===== src/rtl/lock_pkg.sv =====
// Shared definitions for the lock family: operating modes and edge-event bit positions.
package lock_pkg;
  typedef enum logic [1:0] {
    MODE_NORMAL = 2'd0,
    MODE_SET    = 2'd1,
    MODE_OPEN   = 2'd2,
    MODE_LOCK   = 2'd3
  } mode_t;

  localparam int EV_ENTER  = 0;
  localparam int EV_UNDO   = 1;
  localparam int EV_CANCEL = 2;
  localparam int EV_W      = 3;
endpackage


===== src/rtl/lock_edge_det.sv =====
// Rising-edge detector: a held level produces a single one-cycle event.
module lock_edge_det #(
  parameter int W = 3
) (
  input  logic         clk,
  input  logic         rst,
  input  logic [W-1:0] level,
  output logic [W-1:0] rise
);
  logic [W-1:0] prev;

  always_ff @(posedge clk or posedge rst) begin
    if (rst) prev <= '0;
    else     prev <= level;
  end

  assign rise = level & ~prev;
endmodule


===== src/rtl/multi_lock_core.sv =====
// Multi-key combination lock: code entry with undo/cancel, code change, open and lockout timers.
module multi_lock_core
  import lock_pkg::*;
#(
  parameter int N_KEYS    = 9,
  parameter int PW_LEN    = 4,
  parameter int MAX_TRIES = 3,
  parameter int OPEN_CYC  = 61425,
  parameter int LOCK_CYC  = 61425,
  parameter int IDLE_CYC  = 1000000
) (
  input  logic                      clk,
  input  logic                      rst,
  input  logic [N_KEYS-1:0]         key,
  input  logic                      enter,
  input  logic                      undo,
  input  logic                      cancel,
  input  logic                      set_req,
  output logic [1:0]                mode,
  output logic [$clog2(PW_LEN)-1:0] cursor,
  output logic [N_KEYS-1:0]         cur_entry,
  output logic                      pwset_available,
  output logic [3:0]                fail_cnt,
  output logic                      err
);
  localparam int CW   = $clog2(PW_LEN);
  localparam int TMAX = (OPEN_CYC > LOCK_CYC) ? OPEN_CYC : LOCK_CYC;
  localparam int TW   = $clog2(TMAX + 1);
  localparam int IW   = $clog2(IDLE_CYC + 1);

  mode_t             mode_q, mode_d;
  logic [CW-1:0]     cursor_q, cursor_d;
  logic [N_KEYS-1:0] entry_q [PW_LEN];
  logic [N_KEYS-1:0] entry_d [PW_LEN];
  logic [N_KEYS-1:0] code_q  [PW_LEN];
  logic [N_KEYS-1:0] code_d  [PW_LEN];
  logic              pwset_q, pwset_d;
  logic [3:0]        fail_q, fail_d, fail_inc;
  logic              err_q, err_d;
  logic [TW-1:0]     timer_q, timer_d;
  logic [IW-1:0]     idle_q, idle_d;
  logic              pend_q, pend_d;
  logic [EV_W-1:0]   rise;
  logic              entry_empty, match;

  lock_edge_det #(.W(EV_W)) u_edge (
    .clk   (clk),
    .rst   (rst),
    .level ({cancel, undo, enter}),
    .rise  (rise)
  );

  always_ff @(posedge clk or posedge rst) begin
    if (rst) begin
      mode_q   <= MODE_NORMAL;
      cursor_q <= '0;
      pwset_q  <= 1'b0;
      fail_q   <= '0;
      err_q    <= 1'b0;
      timer_q  <= '0;
      idle_q   <= '0;
      pend_q   <= 1'b0;
      for (int i = 0; i < PW_LEN; i++) begin
        entry_q[i] <= '0;
        code_q[i]  <= '0;
      end
    end else begin
      mode_q   <= mode_d;
      cursor_q <= cursor_d;
      pwset_q  <= pwset_d;
      fail_q   <= fail_d;
      err_q    <= err_d;
      timer_q  <= timer_d;
      idle_q   <= idle_d;
      pend_q   <= pend_d;
      for (int i = 0; i < PW_LEN; i++) begin
        entry_q[i] <= entry_d[i];
        code_q[i]  <= code_d[i];
      end
    end
  end

  always_comb begin
    mode_d      = mode_q;
    cursor_d    = cursor_q;
    pwset_d     = pwset_q;
    fail_d      = fail_q;
    err_d       = 1'b0;
    timer_d     = timer_q;
    idle_d      = '0;
    pend_d      = 1'b0;
    fail_inc    = (fail_q == 4'd15) ? 4'd15 : fail_q + 4'd1;
    entry_empty = 1'b1;
    match       = 1'b1;
    for (int i = 0; i < PW_LEN; i++) begin
      entry_d[i] = entry_q[i];
      code_d[i]  = code_q[i];
      if (entry_q[i] != '0) entry_empty = 1'b0;
      if (entry_q[i] != code_q[i]) match = 1'b0;
    end

    case (mode_q)
      MODE_OPEN, MODE_LOCK: begin
        if (timer_q <= TW'(1)) begin
          mode_d  = MODE_NORMAL;
          timer_d = '0;
          if (mode_q == MODE_LOCK) fail_d = '0;
        end else begin
          timer_d = timer_q - TW'(1);
        end
      end
      default: begin
        // A completed entry is evaluated one clock after the final enter edge.
        if (pend_q) begin
          cursor_d = '0;
          for (int i = 0; i < PW_LEN; i++) entry_d[i] = '0;
          if (pwset_q) begin
            for (int i = 0; i < PW_LEN; i++) code_d[i] = entry_q[i];
            pwset_d = 1'b0;
            mode_d  = MODE_NORMAL;
          end else if (match) begin
            fail_d = '0;
            if (mode_q == MODE_NORMAL) begin
              mode_d  = MODE_OPEN;
              timer_d = TW'(OPEN_CYC);
            end else begin
              pwset_d = 1'b1;
            end
          end else begin
            err_d  = 1'b1;
            fail_d = fail_inc;
            if (fail_inc == 4'(MAX_TRIES)) begin
              mode_d  = MODE_LOCK;
              timer_d = TW'(LOCK_CYC);
            end
          end
        end else if (rise[EV_CANCEL]) begin
          cursor_d = '0;
          pwset_d  = 1'b0;
          mode_d   = MODE_NORMAL;
          for (int i = 0; i < PW_LEN; i++) entry_d[i] = '0;
        end else if (mode_q == MODE_NORMAL && set_req) begin
          mode_d   = MODE_SET;
          cursor_d = '0;
          for (int i = 0; i < PW_LEN; i++) entry_d[i] = '0;
        end else if (mode_q == MODE_SET && !set_req) begin
          mode_d  = MODE_NORMAL;
          pwset_d = 1'b0;
        end else if (rise[EV_ENTER]) begin
          if (cursor_q == CW'(PW_LEN - 1)) pend_d = 1'b1;
          else cursor_d = cursor_q + CW'(1);
        end else if (rise[EV_UNDO]) begin
          if (entry_q[cursor_q] != '0) begin
            for (int i = 0; i < PW_LEN; i++)
              if (i >= int'(cursor_q)) entry_d[i] = '0;
          end else if (cursor_q != '0) begin
            entry_d[cursor_q - CW'(1)] = '0;
            cursor_d = cursor_q - CW'(1);
          end
        end else begin
          entry_d[cursor_q] = entry_q[cursor_q] | key;
          if (key == '0 && !entry_empty) begin
            if (idle_q == IW'(IDLE_CYC - 1)) begin
              cursor_d = '0;
              for (int i = 0; i < PW_LEN; i++) entry_d[i] = '0;
            end else begin
              idle_d = idle_q + IW'(1);
            end
          end
        end
      end
    endcase
  end

  assign mode            = mode_q;
  assign cursor          = cursor_q;
  assign cur_entry       = entry_q[cursor_q];
  assign pwset_available = pwset_q;
  assign fail_cnt        = fail_q;
  assign err             = err_q;
endmodule


===== config.mk =====
export PLATFORM = sky130hd
export DESIGN_NAME = multi_lock_core
export DESIGN_NICKNAME = d
export VERILOG_FILES = /design/src/rtl/lock_pkg.sv /design/src/rtl/lock_edge_det.sv /design/src/rtl/multi_lock_core.sv
export SDC_FILE = /design/constraint.sdc
export NUM_CORES = 1
export LEC_CHECK = 0
export CORE_AREA = 2 2 172 132
export CTS_BUF_LIST = sky130_fd_sc_hd__clkbuf_4 sky130_fd_sc_hd__clkbuf_8 sky130_fd_sc_hd__clkbuf_16
export DETAILED_ROUTE_END_ITERATION = 8
export DIE_AREA = 0 0 174 134
export GPL_TIMING_DRIVEN = 0
export PLACE_DENSITY = 0.5
export SETUP_SLACK_MARGIN = 0.5
export SYNTH_ARGS = -nofsm -noshare
export SYNTH_HDL_FRONTEND = slang
export SYNTH_SLANG_ARGS = --single-unit

===== constraint.sdc =====
create_clock -name clk -period 4.2 [get_ports clk]
set_input_delay 0.84 -clock clk [delete_from_list [all_inputs] [get_ports clk]]
set_output_delay 0.84 -clock clk [all_outputs]
set_load 0.02 [all_outputs]

==> run metrics <==
RSZ-0062 raised after global routing=false; worst slew margin relative to its limit=34.4%; pin count of the biggest net entering global routing=41; Die Height=134 um; total gr overflow=0; Num Clock Sinks=122; Post-CTS Hold Fix Bufs=0; Final Hold Vio Count=0; Main synth FF type=dfrtp_1; area of the multi-input gates=3180 um^2; drt drc=0; Num CTS Buffers=17; Setup-failing EPs final=0; clock root buffer=clkbuf_16; Reg clk slew, reported paths=0.05 ns; Worst Skew=0.0109 ns; FFs w/ async S/R, synth=100%; Power Density=671 nW/um^2; Syn Area/Cell=11.1 um^2; outcome=finished, final reports clean; worst hold path type=flip-flop to flip-flop; HPWL after detailed placement=12.3 mm; mapped cell area=6390 um^2; FILL cells=2,139; fmax=304 MHz; CTS H-tree lvls=4; Post-CTS Setup Repair Bufs=0; Tot GR Track Use=15.3%; Worst-Skew Late Latency=0.41 ns; Initial Util=29.5%; Seq cells post-synth=122; diode count=0; yosys warns=0; Starting DRT DRC Count=317; Seq/Total Area, Yosys=47.8%; Worst Path Required=3.36 ns; wire length per cell=18.1 um; FF+latch area=3050 um^2; vias in the first global route=4,889; Worst setup EP type=primary output; commonest non-fill, non-tap cells in the layout=122 x dfrtp_1, 49 x nor2_1, 48 x xnor2_1, 37 x mux2_2, 36 x nand2_1; CP max FO=10; Net Count, Synth=604; Area Growth Syn to Fin=22.8%; cells after synthesis=578; Startpoint Class=flip-flop; fraction of the cycle the final worst path needs=78.4%; initial antenna violation count=0; share of layout cells above drive strength 1=15.0%; CTS tree=done; final setup TNS=0 ns; die width=174 um; Setup CP Type=flip-flop to primary output; Final Critical Period=3.29 ns; Pins Over Slew Limit=0; drt total wl=17.0 mm; TritonRoute pass-1 iters=4; Layout Nets=659; post-CTS sizing=0; drt via density=5.13; Max clock buf depth=2; total power=5260 uW; Die ar.=23,300 um^2; Port-buffer cells=33; first-pass GRT wire length=27.6 mm; cell leakage power=0.00329 uW; number of synthesized flops with an enable pin=0; Worst-Margin Slew=0.975 ns; IO Count=34; Worst EP arrival=2.45 ns; commonest non-fill, non-tap cell in the layout=dfrtp_1; core area=21,600 um^2; GPL Wtd Cong=0.878; post-synth cell types=60; max-cap violations=0; Routed Antenna Nets=0; total number of vias=4,818; row count=47; Worst IR Drop VDD=0.343 mV
[layer usage]
layer / up-vias / wire length, um / global-route usage, %
met3: 11 / 680 / 4.00
met2: 86 / 7860 / 23.2
met5: - / 0 / 0
met1: 2476 / 8290 / 21.5
met4: 0 / 170 / 4.48
li1: 2245 / - / -
[registers in the layout (all words and copies together), names as in the netlist]
signal           flops
entry_q             36
mode                 2
cursor               2
u_edge.prev          3
code_q              36
err                  1
pwset_available      1
timer_q             16
idle_q              20
pend_q               1
fail_cnt             4
[power by group]
part / internal (uW) / total (uW) / switching [uW]
clock network: 1180 / 1710 / 535
registers: 1320 / 1580 / 259
logic: 822 / 1970 / 1150
total: 3320 / 5260 / 1940
[stage by stage]
stage	std cells	hold WS [ns]	instance area [um^2]	setup slack (ns)	util [%]
after floorplan	578	0.453	6390	1.43	-
after global placement	905	0.474	7090	0.621	32.8
after detailed placement	908	0.495	7150	0.760	33.0
after CTS	940	0.504	7840	0.892	36.2
after global routing	940	0.536	7840	0.841	36.2
final	940	0.499	7840	0.905	36.2
[cell type report]
| type | instances | share of cell area [%] |
|---|---|---|
| Timing Repair Buffer | 36 | 4.98 |
| Buffer | 16 | 1.07 |
| Clock buffer | 21 | 6.13 |
| Sequential cell | 122 | 38.9 |
| Tap cell | 294 | 4.69 |
| Multi-Input combinational cell | 420 | 40.5 |
| Inverter | 20 | 1.00 |
| Clock inverter | 11 | 2.73 |
[logic make-up after synthesis]
family / Yosys count / synth area share (%)
multiplexers: 47 / 10.3
XOR/XNOR: 56 / 7.68
AO/OA/AOI/OAI: 106 / 12.7
flip-flops: 122 / 47.8
AND/OR/NAND/NOR: 198 / 16.6
buffers and inverters: 36 / 2.49
adder cells (fa/ha/maj): 13 / 2.47
[cells in the mapped netlist (4+ instances only)]
library cell | number | share of area [%]
o311a_1 | 7 | 1.1
o2bb2ai_1 | 27 | 3.7
nand3_1 | 17 | 1.3
mux2_2 | 37 | 6.5
mux4_1 | 6 | 2.5
dfrtp_1 | 122 | 48
nand4_1 | 13 | 1.3
nand3b_1 | 6 | 0.71
or4_1 | 5 | 0.59
nor2_1 | 49 | 2.9
inv_1 | 20 | 1.2
xor2_1 | 8 | 1.1
a21o_1 | 5 | 0.59
nand2_1 | 36 | 2.1
nor3_1 | 14 | 1.1
nand2b_1 | 6 | 0.59
nor3b_1 | 4 | 0.47
o31a_1 | 5 | 0.69
and3_1 | 7 | 0.69
o21ai_0 | 26 | 2.0
clkbuf_1 | 12 | 0.71
nor2b_1 | 8 | 0.78
ha_1 | 11 | 2.2
xnor2_1 | 48 | 6.6
nor4_1 | 17 | 1.7
a21oi_1 | 14 | 1.1
[worst paths after layout]
kind,start,end,slack (ns),cells past startpoint
worst max-delay path,cursor[0],cur_entry[3],0.91,3
worst min-delay path,idle_q[0],idle_q[0],0.50,1
worst max register to register,entry_q[26],timer_q[12],1.16,8
worst min register to register,idle_q[0],idle_q[0],0.50,1
max in group asynchronous,rst,timer_q[8],2.63,4
min in group asynchronous,rst,idle_q[15],0.76,2
[critical path, stage by stage, from the launching register on]
cell and delay [ns]:
dfrtp_1 0.54, buf_6 0.23, mux4_1 0.68, clkdlybuf4s50_1 0.60
No activity file was read; power rests on OpenSTA's default activity.
